[config.mk]
export PLATFORM = sky130hd
export DESIGN_NAME = bram_arbiter_2port
export DESIGN_NICKNAME = d
export VERILOG_FILES = /design/src/rtl/bram_arbiter_2port.sv
export SDC_FILE = /design/constraint.sdc
export NUM_CORES = 1
export LEC_CHECK = 0
export BUFFER_PORTS_ARGS = -buffer_cell sky130_fd_sc_hd__buf_2
export CAP_MARGIN = 15
export CORE_ASPECT_RATIO = 0.75
export CORE_UTILIZATION = 47
export DETAILED_ROUTE_END_ITERATION = 8
export PLACE_DENSITY = 0.81
export SLEW_MARGIN = 20
export SYNTH_ARGS = -nofsm -noshare
export SYNTH_HDL_FRONTEND = slang
export SYNTH_SLANG_ARGS = --single-unit
[constraint.sdc]
create_clock -name clk -period 2.1 [get_ports clk]
set_clock_uncertainty 0.2 [all_clocks]
set_input_delay 0.105 -clock clk [delete_from_list [all_inputs] [get_ports clk]]
set_output_delay 0.105 -clock clk [all_outputs]
set_load 0.005 [all_outputs]
[src/rtl/bram_arbiter_2port.sv]
// Two-requester arbiter in front of a single-port, 1-cycle-latency RAM, one access per clock.
// Define BRAM_ARB_CLEAR_EN to zero words 0..CLEAR_DEPTH-1 after every reset (busy meanwhile).
module bram_arbiter_2port #(
   parameter int unsigned ADDR_WIDTH  = 23,
   parameter int unsigned DATA_WIDTH  = 16,
   parameter int unsigned ROUND_ROBIN = 1,
   parameter int unsigned CLEAR_DEPTH = 65536
) (
   input  logic                  clk,
   input  logic                  reset,
   input  logic                  a_req,
   input  logic                  a_we,
   input  logic [ADDR_WIDTH-1:0] a_addr,
   input  logic [DATA_WIDTH-1:0] a_din,
   output logic                  a_ack,
   output logic                  a_rvalid,
   output logic [DATA_WIDTH-1:0] a_dout,
   input  logic                  b_req,
   input  logic                  b_we,
   input  logic [ADDR_WIDTH-1:0] b_addr,
   input  logic [DATA_WIDTH-1:0] b_din,
   output logic                  b_ack,
   output logic                  b_rvalid,
   output logic [DATA_WIDTH-1:0] b_dout,
   output logic                  mem_we,
   output logic [ADDR_WIDTH-1:0] mem_addr,
   output logic [DATA_WIDTH-1:0] mem_din,
   input  logic [DATA_WIDTH-1:0] mem_dout,
   output logic                  busy
);

   localparam bit RrEn = (ROUND_ROBIN != 0);

   logic                  run;
   logic                  init_active;
   logic [ADDR_WIDTH-1:0] clr_addr;

`ifdef BRAM_ARB_CLEAR_EN
   typedef enum logic [0:0] {StInit, StRun} state_e;

   state_e                state_q, state_d;
   logic [ADDR_WIDTH-1:0] clr_q, clr_d;

   always_ff @(posedge clk or posedge reset) begin
      if (reset) begin
         state_q <= StInit;
         clr_q   <= '0;
      end else begin
         state_q <= state_d;
         clr_q   <= clr_d;
      end
   end

   always_comb begin
      state_d = state_q;
      clr_d   = clr_q;
      if (state_q == StInit) begin
         clr_d = clr_q + 1'b1;
         if (clr_q == ADDR_WIDTH'(CLEAR_DEPTH - 1)) begin
            state_d = StRun;
            clr_d   = '0;
         end
      end
   end

   assign init_active = (state_q == StInit);
   assign run         = ~init_active;
   assign clr_addr    = clr_q;
`else
   logic unused_clear_depth;
   assign unused_clear_depth = ^CLEAR_DEPTH;
   assign init_active        = 1'b0;
   assign run                = 1'b1;
   assign clr_addr           = '0;
`endif

   assign busy = init_active;

   // last_b_q = 1 means B won the most recent contended cycle, so A wins the next tie.
   logic                  last_b_q, last_b_d;
   logic                  grant_a, grant_b;
   logic                  mem_we_q, mem_we_d;
   logic [ADDR_WIDTH-1:0] mem_addr_q, mem_addr_d;
   logic [DATA_WIDTH-1:0] mem_din_q, mem_din_d;
   logic                  tag1_v_q, tag1_v_d, tag1_b_q, tag1_b_d;
   logic                  tag2_v_q, tag2_b_q;
   logic                  a_rvalid_q, a_rvalid_d, b_rvalid_q, b_rvalid_d;
   logic [DATA_WIDTH-1:0] a_dout_q, a_dout_d, b_dout_q, b_dout_d;

   always_comb begin
      grant_a = 1'b0;
      grant_b = 1'b0;
      if (run && !reset) begin
         if (a_req && b_req) begin
            if (RrEn && !last_b_q) grant_b = 1'b1;
            else                   grant_a = 1'b1;
         end else begin
            grant_a = a_req;
            grant_b = b_req;
         end
      end
   end

   always_comb begin
      last_b_d   = last_b_q;
      mem_we_d   = 1'b0;
      mem_addr_d = mem_addr_q;
      mem_din_d  = mem_din_q;
      if (RrEn && run && a_req && b_req) last_b_d = grant_b;
      if (init_active) begin
         mem_we_d   = 1'b1;
         mem_addr_d = clr_addr;
         mem_din_d  = '0;
      end else if (grant_a) begin
         mem_we_d   = a_we;
         mem_addr_d = a_addr;
         mem_din_d  = a_din;
      end else if (grant_b) begin
         mem_we_d   = b_we;
         mem_addr_d = b_addr;
         mem_din_d  = b_din;
      end
      // Owner tag follows the read: stage 1 aligns with mem_*, stage 2 with mem_dout.
      tag1_v_d   = (grant_a & ~a_we) | (grant_b & ~b_we);
      tag1_b_d   = grant_b;
      a_rvalid_d = tag2_v_q & ~tag2_b_q;
      b_rvalid_d = tag2_v_q & tag2_b_q;
      a_dout_d   = a_rvalid_d ? mem_dout : a_dout_q;
      b_dout_d   = b_rvalid_d ? mem_dout : b_dout_q;
   end

   always_ff @(posedge clk or posedge reset) begin
      if (reset) begin
         last_b_q   <= 1'b1;
         mem_we_q   <= 1'b0;
         mem_addr_q <= '0;
         mem_din_q  <= '0;
         tag1_v_q   <= 1'b0;
         tag1_b_q   <= 1'b0;
         tag2_v_q   <= 1'b0;
         tag2_b_q   <= 1'b0;
         a_rvalid_q <= 1'b0;
         b_rvalid_q <= 1'b0;
         a_dout_q   <= '0;
         b_dout_q   <= '0;
      end else begin
         last_b_q   <= last_b_d;
         mem_we_q   <= mem_we_d;
         mem_addr_q <= mem_addr_d;
         mem_din_q  <= mem_din_d;
         tag1_v_q   <= tag1_v_d;
         tag1_b_q   <= tag1_b_d;
         tag2_v_q   <= tag1_v_q;
         tag2_b_q   <= tag1_b_q;
         a_rvalid_q <= a_rvalid_d;
         b_rvalid_q <= b_rvalid_d;
         a_dout_q   <= a_dout_d;
         b_dout_q   <= b_dout_d;
      end
   end

   assign a_ack    = grant_a;
   assign b_ack    = grant_b;
   assign a_rvalid = a_rvalid_q;
   assign b_rvalid = b_rvalid_q;
   assign a_dout   = a_dout_q;
   assign b_dout   = b_dout_q;
   assign mem_we   = mem_we_q;
   assign mem_addr = mem_addr_q;
   assign mem_din  = mem_din_q;

endmodule

# --- After elaboration in Yosys (flattened, before gate mapping) ---
# Index checks and enable logic that the tools add are counted.
classes:
  muxes: 12
  n_bitwise: 8
  reduce_logical: 2
ops:
  columns: ["operator", "count"]
  rows:
  - ["two-way mux 23 bit", 2]
  - ["two-way mux 16 bit", 2]
  - ["two-way mux 1 bit", 8]
  - ["bitwise AND 1 bit", 4]
  - ["inverter 1 bit", 3]
  - ["nonzero test 2 bit", 1]
  - ["logical AND 1 bit", 1]
  - ["bitwise OR 1 bit", 1]
word_totals:
  register_bits: 79
  in_bits: 100
  output_inout_bits: 77
  word_cells: 34

# --- Logic depth before layout (Yosys ltp) ---
logic_depth:
  ltp_word: 5
  depth_mapped: 6

# --- Worst setup path before layout ---
# Ideal clock, no wire load.
synth_path:
  path_kind: "input -> register"
  startpoint: "input reset"
  endpoint: "register mem_din_q[0], in the netlist mem_din[0]"
  t_arrival_ns: 1.762
  required_ns: 1.819
  path_slack_ns: 0.057
  stages: 4
  path_buffers: 1
  path_cell_list: "inv_1 buf_2 o2111ai_1 a31oi_2"
synth_via:
  elab_chain_len: 2
  elab_cells_between_ends: 4
  cone_classes: "3 x mux; 1 x reduce/logical"
synth_rtl:
  columns: ["element", "line", "text"]
  rows:
  - ["start, declared", "10", "input logic reset,"]
  - ["two-way mux 1 bit", "93", "if (run && !reset) begin"]
  - ["two-way mux 16 bit / nonzero test 2 bit (equally long branches)", null, null]
  - ["end signal, assigned", "150", "mem_din_q <= mem_din_d;"]
  - ["end, declared", "84", "logic [DATA_WIDTH-1:0] mem_din_q, mem_din_d;"]
# Several ways; a longest one is shown, not always the timed one.
# A chain may end at the register's enable or synchronous reset.

# --- Final worst setup path ---
layout_path:
  startpoint: "register last_b_q"
  endpoint: "output b_ack"
layout_via:
  elab_chain_len: 3
layout_rtl:
  columns: ["element", "line", "text"]
  rows:
  - ["start, declared", "80", "logic last_b_q, last_b_d;"]
  - ["start signal, assigned", "147", "last_b_q <= last_b_d;"]
  - ["two-way mux 1 bit", "95", "if (RrEn && !last_b_q) grant_b = 1'b1;"]
  - ["two-way mux 1 bit", "94", "if (a_req && b_req) begin"]
  - ["two-way mux 1 bit", "93", null]
  - ["end, declared", "22", "output logic b_ack,"]
# No other way between the ends.

==> impl_metrics.toml <==
[clock_network]
clk_latency_ns = 0.34
htreeDepth = 3
postCtsSetupBuffers = 0
cts_tree = "built"
cts_buffers = 9
clkTransAtPathRegs_ns = 0.09
cts_root_buf = "clkbuf_8"
cts_max_path_buffers = 2
clock_sinks = 79

[power]
power.leakage_nw = 2.593
switchingPower_mw = 1.391
ir_drop_uv = 452.0
internal-power_mw = 3.132
clkPwrFrac_pct = 26.4
p_total_mw = 4.523
seqPwrFrac_pct = 44.6
p_sw_share_pct = 30.75
comb_power_share_pct = 29.0
powerDensity_nw_per_um2 = 771.3

[worst_setup_path]
cp-start-kind = "flop"
cp.arrival_ns = 1.61
crit_type = "flop to output pin"
worstPathRequired_ns = 1.79
slowest_delay_ns = 0.60
worstPathCellList = "buf_6 > a211oi_2 > buf_2"
critPathSlowestCell = "dfstp_2"
critPathCaptureType = "output pin"
ff2ff_path_depth = 3
worstPathMaxFanout = 42

[synth]
netlist_area_um2 = 3716
ys_seq_elements = 79
synthesis.nets = 424
syn_area_per_cell_um2 = 11.47
synthCells = 324
synth_cell_type_count = 26
seq_area_frac_synth_pct = 53.23
ys_warn_count = 0

[route]
drt_wl_total_mm = 12.42
drt_iter0_drc = 296
ant_nets = 0
drc = 0
num_vias = 3840
vias_per_cell = 5.590
routedWlPerCell_um = 18.07
drt-pass1-iter-count = 4

[grt]
antenna_found_initial = 0
grt_usage_pct = 30.50
grt_pass1_vias = 3968
grt_max_degree = 79
grt_pass1_wl_mm = 19.64
gr-total-overflow = 0

[place]
pre_cts_ws_ns = 0.2998
dpl.cell_count = 572
globalplace.congestion = 0.8155
place_hpwl_mm = 6.510
io_buffers = 175

[sta]
setup-tns-final_ns = 0
fin_crit_ns = 1.919
finalSetupViolations = 0
final_max_slew_viol_count = 0
tightest_slew_ns = 0.8978
period_share_pct = 91.39
relSlewSlack_pct = 39.87
fmax_ghz = 0.5210
hold_violations = 0
grt_setup_unrepaired = "false"
fin_ws_ns = 0.1808

[floorplanning]
die_area_um2 = 8270
die_h_um = 79.01
dieWidth_um = 104.7
core_area_um2 = 7500
rows = 27
pin_count = 177
start_util_pct = 49.55

[finish]
utilization_pct = 78.19
layout-drive-gt1-share_pct = 44.37
stdcell_count = 687
insertedDiodeCount = 0
design.final.nets = 681
syn2layout_area_growth_pct = 57.81
seq_area_um2 = 1978
multi_input_area_um2 = 1535
fill_cells = 484

[run]
drv_cap = 0

[hold_path]
hold_path_depth = 3
worst_hold_path_type = "primary input to flop"

[outcome]
status = "completed"
## state kept, by name, indices dropped and copies added, names as in the netlist
| signal | cells |
|---|---|
| last_b_q | 1 |
| tag1_b_q | 1 |
| a_dout | 16 |
| a_rvalid | 1 |
| mem_addr | 23 |
| b_dout | 16 |
| b_rvalid | 1 |
| mem_din | 16 |
| tag2_v_q | 1 |
| mem_we | 1 |
| tag1_v_q | 1 |
| tag2_b_q | 1 |
## synthesized netlist by cell type
cell type | count | area (um2)
o21ai_0 | 30 | 150.1
nand2b_2 | 1 | 8.760
dfstp_2 | 1 | 26.28
nor2b_4 | 1 | 13.76
a21o_1 | 1 | 7.510
nor3_1 | 1 | 5.000
nor2_1 | 41 | 153.9
buf_2 | 10 | 50.05
clkbuf_2 | 3 | 15.01
mux2_1 | 2 | 22.52
dfrtp_1 | 78 | 1952
a211oi_2 | 1 | 12.51
a22o_1 | 1 | 8.760
a31oi_1 | 19 | 118.9
mux2_2 | 31 | 349.1
nor2b_1 | 1 | 6.260
o21ai_1 | 9 | 45.04
buf_4 | 2 | 15.01
buf_6 | 5 | 56.30
inv_1 | 4 | 15.01
a31oi_2 | 20 | 250.2
o2111ai_1 | 39 | 341.6
o21ba_1 | 1 | 10.01
conb_1 | 1 | 3.750
clkbuf_1 | 19 | 71.32
nand2_1 | 2 | 7.510
## per-layer routing
layer | global-route usage [%] | routed length [um] | vias to the layer above | part of all wire, %
met2 | 50.07 | 5900 | 236 | 48
met3 | 8.949 | 1018 | 44 | 8.2
met5 | 0 | 0 | - | 0
met4 | 15.07 | 428 | 0 | 3.4
li1 | - | - | 1735 | -
met1 | 37.20 | 5067 | 1825 | 41
## layout make-up
cell class	count	share of cell area [%]
inverters	4	0.2987
well taps	101	2.155
repair buffers	284	33.99
flip-flops and latches	79	33.73
clock buffers	10	2.347
multi-input cells	203	26.18
clock inverters	6	1.301
## placed cells by master (no fill, tap or decap), drive strengths merged
cell           n
dfrtp         78
nor2          41
clkbuf        10
buf          186
a31oi         39
a22o           1
conb           1
nand2b         1
a21o           1
nor3           1
mux2          33
o21ai         39
o21ba          1
bufinv         1
inv            6
a211oi         1
dfstp          1
nand2          2
clkinv         1
o2111ai       39
nor2b          3
dlygate4sd3   98
clkinvlp       2
## cell families after synthesis
| family | share of synthesized area (%) |
|---|---|
| other | 0.1009 |
| multiplexers | 10.00 |
| flip-flops | 53.23 |
| buffers and inverters | 5.993 |
| AO/OA/AOI/OAI | 25.42 |
| AND/OR/NAND/NOR | 5.253 |
## critical path: cells and delay by family (launching register included)
kind,cells,cell delay [ns]
DFF,1,0.60
buffers and inverters,2,0.50
AOI/OAI and AO/OA,1,0.16
## through the flow
step	cell area (um2)	hold slack [ns]
after floorplan	3716	-0.002699
after global placement	4652	-0.08147
after detailed placement	4652	-0.08516
after CTS	5847	0.007384
after global routing	5864	0.04453
final	5864	0.05031
## power groups by stage
stage | Clock [mW] | Combinational [mW] | Sequential, mW
6_report | 1.19 | 1.31 | 2.02
5_1_grt | 1.29 | 1.41 | 2.06
4_1_cts | 1.22 | 1.26 | 2.01
3_5_place_dp | 0 | 1.12 | 2.04
3_3_place_gp | 0 | 1.09 | 2.01
2_1_floorplan | 0 | 0.570 | 2.05
## worst paths after layout
check	endpoint	slack [ns]	from
setup / recovery	b_ack	0.18	last_b_q$_DFFE_PP1N_
hold / removal	mem_din[0]$_DFFE_PP0P_	0.05	a_req
setup reg to reg	mem_addr[11]$_DFFE_PP0P_	0.25	last_b_q$_DFFE_PP1N_
hold reg to reg	tag2_v_q$_DFF_PP0_	0.15	tag1_v_q$_DFF_PP0_
max in group asynchronous	mem_din[1]$_DFFE_PP0P_	0.64	reset
min in group asynchronous	mem_din[7]$_DFFE_PP0P_	0.11	reset
## timing repair
action | 4_1_cts | 5_1_grt
resized for setup | 0 | 2
hold buffers | 98 | 0
setup endpoints to repair | 0 | 1
endpoints found under the hold margin | 115 | 0
Power figures use the tool's default switching activity.
